--- config.mk ---
export PLATFORM = sky130hd
export DESIGN_NAME = rf_wport_arbiter
export DESIGN_NICKNAME = d
export VERILOG_FILES = /design/src/rtl/rf_wport_arbiter.sv
export SDC_FILE = /design/constraint.sdc
export NUM_CORES = 1
export LEC_CHECK = 0
export CAP_MARGIN = 40
export CORE_MARGIN = 4
export CORE_UTILIZATION = 40
export DETAILED_ROUTE_END_ITERATION = 12
export PLACE_DENSITY = 0.74
export SETUP_SLACK_MARGIN = 0.3
export SLEW_MARGIN = 10
export SYNTH_ARGS = -nofsm -noshare
export SYNTH_HDL_FRONTEND = slang
export SYNTH_SLANG_ARGS = --single-unit
export TNS_END_PERCENT = 1
--- constraint.sdc ---
create_clock -name clk -period 5.8 [get_ports clk]
set_input_delay 1.16 -clock clk [delete_from_list [all_inputs] [get_ports clk]]
set_output_delay 1.16 -clock clk [all_outputs]
set_load 0.02 [all_outputs]
--- src/rtl/rf_wport_arbiter.sv ---
// Register-file write-port arbiter: WB has priority, MC results queue in a
// small FIFO, a busy mask flags registers with pending MC writes, and a
// starvation counter raises wb_stall so a waiting FIFO head eventually wins.
module rf_wport_arbiter #(
    parameter int DW     = 32,
    parameter int AW     = 5,
    parameter int QDEPTH = 2,
    parameter int STARVE = 4
) (
    input  logic                 clk,
    input  logic                 rst,
    input  logic                 wb_we,
    input  logic [AW-1:0]        wb_rd,
    input  logic [DW-1:0]        wb_data,
    input  logic                 mc_valid,
    input  logic [AW-1:0]        mc_rd,
    input  logic [DW-1:0]        mc_data,
    output logic                 mc_ready,
    output logic                 wb_stall,
    output logic [(1<<AW)-1:0]   busy_mask,
    output logic                 rf_we,
    output logic [AW-1:0]        rf_rd,
    output logic [DW-1:0]        rf_wdata
);

    localparam int NREG = 1 << AW;
    localparam int PW   = (QDEPTH > 1) ? $clog2(QDEPTH) : 1;
    localparam int CW   = $clog2(QDEPTH + 1);
    localparam int SW   = $clog2(STARVE + 1);

    typedef struct packed {
        logic [AW-1:0] rd;
        logic [DW-1:0] data;
    } ent_t;

    ent_t            fifo_q [QDEPTH];
    logic [PW-1:0]   wr_ptr_q, wr_ptr_d;
    logic [PW-1:0]   rd_ptr_q, rd_ptr_d;
    logic [CW-1:0]   cnt_q, cnt_d;
    logic [SW-1:0]   starve_q, starve_d;
    logic            stall_q, stall_d;
    logic [NREG-1:0] busy_q, busy_d;
    logic            rf_we_q, rf_we_d;
    logic            rf_mc_q, rf_mc_d;   // current rf write came from the FIFO
    logic [AW-1:0]   rf_rd_q, rf_rd_d;
    logic [DW-1:0]   rf_wdata_q, rf_wdata_d;

    logic wb_req, empty, push, pop;
    ent_t head;

    // Acceptance, grant selection and next-state for all arbiter state
    always_comb begin
        wb_req   = wb_we && (wb_rd != '0);
        empty    = (cnt_q == '0);
        head     = fifo_q[rd_ptr_q];
        mc_ready = rst && (cnt_q < CW'(QDEPTH)) && !busy_q[mc_rd];
        // r0 results are accepted but dropped: nothing to write, nothing to track
        push     = mc_valid && mc_ready && (mc_rd != '0);
        pop      = !wb_req && !empty;

        wr_ptr_d = push ? wr_ptr_q + PW'(1) : wr_ptr_q;
        rd_ptr_d = pop  ? rd_ptr_q + PW'(1) : rd_ptr_q;
        cnt_d    = cnt_q + CW'(push) - CW'(pop);

        if (pop || empty)
            starve_d = '0;
        else if (starve_q < SW'(STARVE))
            starve_d = starve_q + SW'(1);
        else
            starve_d = starve_q;
        stall_d = (starve_d >= SW'(STARVE)) && (cnt_d != '0);

        // Clear only once the register file has captured the MC data
        busy_d = busy_q;
        if (rf_we_q && rf_mc_q)
            busy_d[rf_rd_q] = 1'b0;
        if (push)
            busy_d[mc_rd] = 1'b1;

        rf_we_d    = 1'b0;
        rf_mc_d    = 1'b0;
        rf_rd_d    = rf_rd_q;
        rf_wdata_d = rf_wdata_q;
        if (wb_req) begin
            rf_we_d    = 1'b1;
            rf_rd_d    = wb_rd;
            rf_wdata_d = wb_data;
        end else if (pop) begin
            rf_we_d    = 1'b1;
            rf_mc_d    = 1'b1;
            rf_rd_d    = head.rd;
            rf_wdata_d = head.data;
        end
    end

    // Control state and registered write port
    always_ff @(posedge clk) begin
        if (!rst) begin
            wr_ptr_q   <= '0;
            rd_ptr_q   <= '0;
            cnt_q      <= '0;
            starve_q   <= '0;
            stall_q    <= 1'b0;
            busy_q     <= '0;
            rf_we_q    <= 1'b0;
            rf_mc_q    <= 1'b0;
            rf_rd_q    <= '0;
            rf_wdata_q <= '0;
        end else begin
            wr_ptr_q   <= wr_ptr_d;
            rd_ptr_q   <= rd_ptr_d;
            cnt_q      <= cnt_d;
            starve_q   <= starve_d;
            stall_q    <= stall_d;
            busy_q     <= busy_d;
            rf_we_q    <= rf_we_d;
            rf_mc_q    <= rf_mc_d;
            rf_rd_q    <= rf_rd_d;
            rf_wdata_q <= rf_wdata_d;
        end
    end

    // FIFO storage; contents are meaningless while the count says empty
    always_ff @(posedge clk) begin
        if (push)
            fifo_q[wr_ptr_q] <= '{rd: mc_rd, data: mc_data};
    end

    assign wb_stall  = stall_q;
    assign busy_mask = busy_q;
    assign rf_we     = rf_we_q;
    assign rf_rd     = rf_rd_q;
    assign rf_wdata  = rf_wdata_q;

endmodule
==> results of run 1 <==
==> Yosys cell counts, types with 2 or more instances <==
library cell  number
clkbuf_1          35
or3b_2             2
ha_1               3
or3_1              2
a211oi_1          35
mux2i_1           38
nand4b_1           3
o41ai_1            2
mux2_2             6
and3_1             2
nand3_1            9
nor2b_1            4
edfxtp_1          74
o21ai_0           29
nor2_1            93
nor3_1             4
mux4_2             6
xor2_1             2
dfxtp_1           80
and2_1             3
o31ai_1            2
buf_1              3
o211ai_1          28
nand3b_1           3
inv_1              3
nand2_1           15
nand4_1            3
o22ai_1            5
a21oi_1           35
==> final timing paths <==
path              cells after the start  slack, ns                     start                 endpoint
setup reg to reg                     12       2.23  busy_mask[22]$_SDFF_PN0_      wb_stall$_SDFF_PN0_
hold reg to reg                       1       0.49   busy_mask[0]$_SDFF_PN0_  busy_mask[0]$_SDFF_PN0_
hold / removal                        1       0.49   busy_mask[0]$_SDFF_PN0_  busy_mask[0]$_SDFF_PN0_
setup / recovery                      7       0.68                  mc_rd[1]                 mc_ready
==> power by group <==
group	internal [mW]	switching (mW)	leakage [nW]
sequential	1.27	0.0926	1.33
combinational	0.385	0.508	1.28
clock	0.675	0.437	0.283
total	2.33	1.04	2.89
==> cell type report <==
type | instances | area (sq um)
fill | 1297 | 6690
sequential | 154 | 3820
multi-input combinational | 348 | 2270
timing repair buffer | 161 | 1590
clock buffer | 17 | 425
tap | 211 | 264
clock inverter | 15 | 174
inverter | 3 | 11.3
==> per-layer routing <==
layer / global-route usage / vias to the layer above
li1: - / 2312
met1: 0.246 / 2336
met2: 0.301 / 242
met3: 0.0753 / 30
met4: 0.0687 / 0
met5: 0 / -
==> through the flow <==
stage	setup slack (ns)	total power, mW
2_1_floorplan	0.910	1.95
3_3_place_gp	0.710	2.25
3_5_place_dp	0.683	2.28
4_1_cts	0.684	3.39
5_1_grt	0.598	3.54
6_report	0.681	3.37
==> flip-flops by register name, summed over array words and instances, names as in the netlist, named ones only <==
signal / cells
rf_mc_q: 1
wr_ptr_q: 1
cnt_q: 2
busy_mask: 32
rf_we: 1
starve_q: 3
wb_stall: 1
rf_rd: 5
rd_ptr_q: 1
fifo_q: 74
rf_wdata: 32
==> critical path, stage by stage <==
cell             delay (ns)
clkdlybuf4s50_1        0.60
buf_4                  0.28
mux4_2                 0.33
a22o_1                 0.28
a2111oi_4              0.48
and2_1                 0.22
clkdlybuf4s50_1        0.61
==> cells by family (layout without fill, tap and decap cells) <==
family          after synthesis  after routing  synth area share
compound gates              144            144             0.152
xor+xnor                      3              3           0.00421
fa+ha+maj                     3              3           0.00602
buf+inv                      42            196            0.0255
flops                       154            154             0.613
mux                          50             50            0.0934
simple gates                148            148             0.106
==> results.txt, run 1 <==
Primary FF master, synth -> dfxtp_1
Die Area -> 17700 sq um
DR WL met2 -> 7.72 mm
fmax -> 0.195 GHz
ranking of synthesized cells by area -> edfxtp_1 36%, dfxtp_1 26%, mux2i_1 6.1%
core area -> 15300 sq um
final hold violation count -> 0
CP Launch Type -> input port
power per standard cell area -> 393 nW/um^2
fin. max-slew vios -> 0
total grt overflow -> 0
largest area contributor in the netlist -> edfxtp_1
Post-Syn Instances -> 544
Placed Cells -> 877
final setup violation count -> 0
Setup Buffers After CTS -> 0
initial DRC count -> 343
HPWL after detailed placement -> 12.0 mm
min cycle time layout -> 5.12 ns
CTS Buffer Depth -> 2
Tot GR Track Use -> 0.193
clock latency on the worst-skew pair -> 0.42 ns
TritonRoute pass-1 iters -> 5
met3 WL -> 1.74 mm
worst hold slack -> 0.487 ns
PortBufs -> 149
Pleak -> 2.89 nW
fin cells -> 909
post-synthesis sequential area ratio -> 0.613
Post-DP Area -> 7970 sq um
Final Wtd Congestion -> 0.833
Worst Max-Slew Pin Slew -> 0.754 ns
commonest non-fill, non-tap cell in the layout -> clkdlybuf4s50_1
EDFF count, synth -> 74
Post-layout nets -> 766
Final period util -> 0.883
Avg WL per Cell -> 18.7 microns
clock-pin slew on the worst setup and hold paths -> 0.06 ns
Boundary Pins -> 150
number of global-route vias before repair -> 4951
clock buffer count from CTS -> 17
Hold Buf Count CTS -> 0
Worst Hold Class -> register to register
Layout Skew -> 0.00615 ns
Critical Path RT -> 4.64 ns
max-cap viol count -> 0
peak supply drop -> 0.000314 V
# rows -> 45
WP data arrival -> 3.96 ns
Die X -> 133 microns
Slew HR -> 0.497
diodes inserted -> 0
Post-CTS Resized -> 0
die span in y -> 133 microns
Synth cell types -> 44
final core utilization -> 0.561
global-route wire length before repair -> 26.4 mm
WL met1 -> 7.18 mm
Top Layer Used -> met4
CTS tree -> done
Design Area, Final -> 8570 sq um
commonest non-fill, non-tap cells in the layout -> 149 x clkdlybuf4s50_1, 91 x nor2_1, 79 x dfxtp_1
crit path kind -> input port to primary output
initial antenna violation count -> 0
synthesized area -> 6240 sq um
syn nets -> 625
number of clock sinks -> 154
Worst Path Max Fanout -> 15
Avg Cell Area, Syn -> 11.5 sq um
DR DRC count -> 0
Fin Setup TNS -> 0 ns
RSZ-0062 raised after global routing -> no
CTS H-Tree Depth -> 4
fraction of registers with async set/reset -> 0
Yosys reg bits -> 154
largest net degree at the start of global routing -> 73
top-area cell type share of the netlist area -> 0.356
Clock Tree Root -> clkbuf_16
Starting Density -> 0.409
DR vias -> 4920
Detail Route Antenna Nets -> 0
area grow syn2layout -> 37.3%
DR vias/cell -> 5.41
layout cells sized above 1 -> 0.0917
outcome -> complete, no violations
Yosys warnings -> 0
endpoint class of the critical path -> primary output
total wire length -> 17.0 mm
Note: power is estimated with default switching activity, not from simulation.
==> inputs of run 2 (changes only) <==
--- a/config.mk
+++ b/config.mk
@@ -9,6 +9,7 @@
 export CORE_MARGIN = 4
 export CORE_UTILIZATION = 40
 export DETAILED_ROUTE_END_ITERATION = 12
+export HOLD_SLACK_MARGIN = 0.15
 export PLACE_DENSITY = 0.74
 export SETUP_SLACK_MARGIN = 0.3
 export SLEW_MARGIN = 10
==> constraint.sdc (replaced) <==
create_clock -name clk -period 5.9 [get_ports clk]
set_input_delay 1.18 -clock clk [delete_from_list [all_inputs] [get_ports clk]]
set_output_delay 1.18 -clock clk [all_outputs]
set_load 0.02 [all_outputs]
==> results.txt, run 2 (synthesis gave the netlist of run 1 again) <==
CP max-delay cell -> clkdlybuf4s50_1
clock latency on the worst-skew pair -> 0.42 ns (about the same)
final hold violation count -> 0 (unchanged)
initial DRC count -> 350 (+2.0%)
Slew HR -> 0.502 (+0.00489)
total grt overflow -> 0 (unchanged)
Pleak -> 2.86 nW (-0.93%)
crit path kind -> input port to primary output
TritonRoute pass-1 iters -> 5 (unchanged)
Final Wtd Congestion -> 0.858 (+3.0%)
Worst Hold Class -> register to register
hold depth -> 1 (unchanged)
CTS tree -> done
die span in y -> 133 microns (unchanged)
global-route wire length before repair -> 26.3 mm (-0.29%)
critical path's most frequent cell -> clkdlybuf4s50_1
fin. max-slew vios -> 0 (unchanged)
Fin Setup TNS -> 0 ns (unchanged)
Cell Chain, Critical Path -> clkdlybuf4s50_1 > buf_4 > mux4_2 > a22o_1 > a2111oi_4 > and2_1 > clkdlybuf4s50_1
final setup violation count -> 0 (unchanged)
Worst R2R Setup Slack -> 2.29 ns (+0.06 ns)
Detail Route Antenna Nets -> 0 (unchanged)
Post-CTS Resized -> 0 (unchanged)
diodes inserted -> 0 (unchanged)
setup slack after layout -> 0.707 ns (+0.0266 ns)
Hold Buf Count CTS -> 0 (unchanged)
Avg WL per Cell -> 18.6 microns (-0.31%)
CTS H-Tree Depth -> 4 (unchanged)
worst r2r dst -> wb_stall$_SDFF_PN0_
fmax -> 0.193 GHz
Boundary Pins -> 150 (unchanged)
Die X -> 133 microns (unchanged)
CP endpoint -> mc_ready
WP data arrival -> 4.01 ns (+0.05 ns)
# rows -> 45 (unchanged)
R2R depth -> 12 (unchanged)
outcome -> complete, no violations
commonest non-fill, non-tap cells in the layout -> 149 x clkdlybuf4s50_1, 91 x nor2_1, 79 x dfxtp_1
area grow syn2layout -> 36.7%
DR vias -> 4879 (-0.83%)
clock-pin slew on the worst setup and hold paths -> 0.06 ns (about the same)
core area -> 15300 sq um (unchanged)
endpoint class of the critical path -> primary output
Starting Density -> 0.409 (unchanged)
Crit path largest cell delay -> 0.60 ns (about the same)
Layout Skew -> 0.00975 ns (+0.00361 ns)
HPWL after detailed placement -> 12.2 mm (+1.3%)
Worst Max-Slew Pin Slew -> 0.746 ns (-0.00734 ns)
Die Area -> 17700 sq um (unchanged)
worst slack at placement -> 0.734 ns (+0.0507 ns)
CP Launch Type -> input port
total wire length -> 16.9 mm (-0.42%)
CTS Buffer Depth -> 2 (unchanged)
layout cells sized above 1 -> 0.0904 (-0.00130)
largest register by flop count -> fifo_q
number of global-route vias before repair -> 4920 (-0.63%)
RSZ-0062 raised after global routing -> no
Clock Tree Root -> clkbuf_16
Tot GR Track Use -> 0.192 (-0.000840)
number of clock sinks -> 154 (unchanged)
max-cap viol count -> 0 (unchanged)
origin of the critical flop-to-flop path -> busy_mask[22]$_SDFF_PN0_
initial antenna violation count -> 0 (unchanged)
Pwr Total -> 3.23 mW (-4.1%)
Worst Path Max Fanout -> 15 (unchanged)
Final period util -> 0.880
crit path launch -> mc_rd[1]
largest net degree at the start of global routing -> 73 (unchanged)
peak supply drop -> 0.000240 V (-24%)
Post-layout nets -> 765 (-0.13%)
PortBufs -> 149 (unchanged)
min cycle time layout -> 5.19 ns
Setup Buffers After CTS -> 0 (unchanged)
Critical Path RT -> 4.72 ns (+0.08 ns)
power per standard cell area -> 378 nW/um^2 (-3.7%)
Largest register FFs -> 74 (unchanged)
DR DRC count -> 0 (unchanged)
commonest non-fill, non-tap cell in the layout -> clkdlybuf4s50_1
DR vias/cell -> 5.37 (-0.72%)
clock buffer count from CTS -> 17 (unchanged)
## run 2: changes by cell type in the layout (fill, tap and decap cells not counted), sizes merged
cell      previous run  this run
bufinv               3         0
clkbuf              17        19
clkinv               6         4
inv                  5         7
buf                 12        11
clkinvlp             4         5
## run 2: area by class of cell
| cell class | instances | area [sq um] |
|---|---|---|
| flip-flops and latches | 154 | 3820 |
| well taps | 211 | 264 |
| repair buffers | 160 | 1600 |
| multi-input cells | 348 | 2270 |
| clock inverters | 13 | 115 |
| fillers | 1296 | 6730 |
| clock buffers | 19 | 443 |
| inverters | 3 | 11.3 |
## run 2: through the flow
step                cell area [sq um]   util  hold slack, ns  instances
floorplan                        6240      -           0.450        544
global placement                 7970  0.523           0.477        876
detailed placement               7970  0.523           0.476        876
CTS                              8530  0.559           0.485        908
global route                     8530  0.559           0.507        908
finish                           8530  0.559           0.483        908
## run 2: how the worst min path moves through the flow
stage / start / end / slack [ns]
2_1_floorplan: wr_ptr_q$_SDFFE_PN0N_ / wr_ptr_q$_SDFFE_PN0N_ / 0.45
3_3_place_gp: busy_mask[0]$_SDFF_PN0_ / busy_mask[0]$_SDFF_PN0_ / 0.48
6_report: busy_mask[0]$_SDFF_PN0_ / busy_mask[0]$_SDFF_PN0_ / 0.48
3_5_place_dp: busy_mask[0]$_SDFF_PN0_ / busy_mask[0]$_SDFF_PN0_ / 0.48
4_1_cts: busy_mask[0]$_SDFF_PN0_ / busy_mask[0]$_SDFF_PN0_ / 0.48
5_1_grt: busy_mask[0]$_SDFF_PN0_ / busy_mask[0]$_SDFF_PN0_ / 0.51
## run 2: routing by layer
layer	routed length, microns	up-vias	track usage	share of wire
met3	1640	28	0.0692	0.097
met5	0	-	0	0
li1	-	2315	-	-
met4	283	0	0.0676	0.017
met2	7900	231	0.308	0.47
met1	7090	2305	0.241	0.42
## run 2: worst max-delay path, delay by kind of cell
kind | cells | cell delay, ns
mux | 1 | 0.33
buf+inv | 3 | 1.47
compound gates | 2 | 0.80
simple gates | 1 | 0.22
## run 2: power breakdown
group | switching, mW | leakage [nW] | internal, mW
clock | 0.441 | 0.258 | 0.560
sequential | 0.107 | 1.33 | 1.25
combinational | 0.491 | 1.27 | 0.380
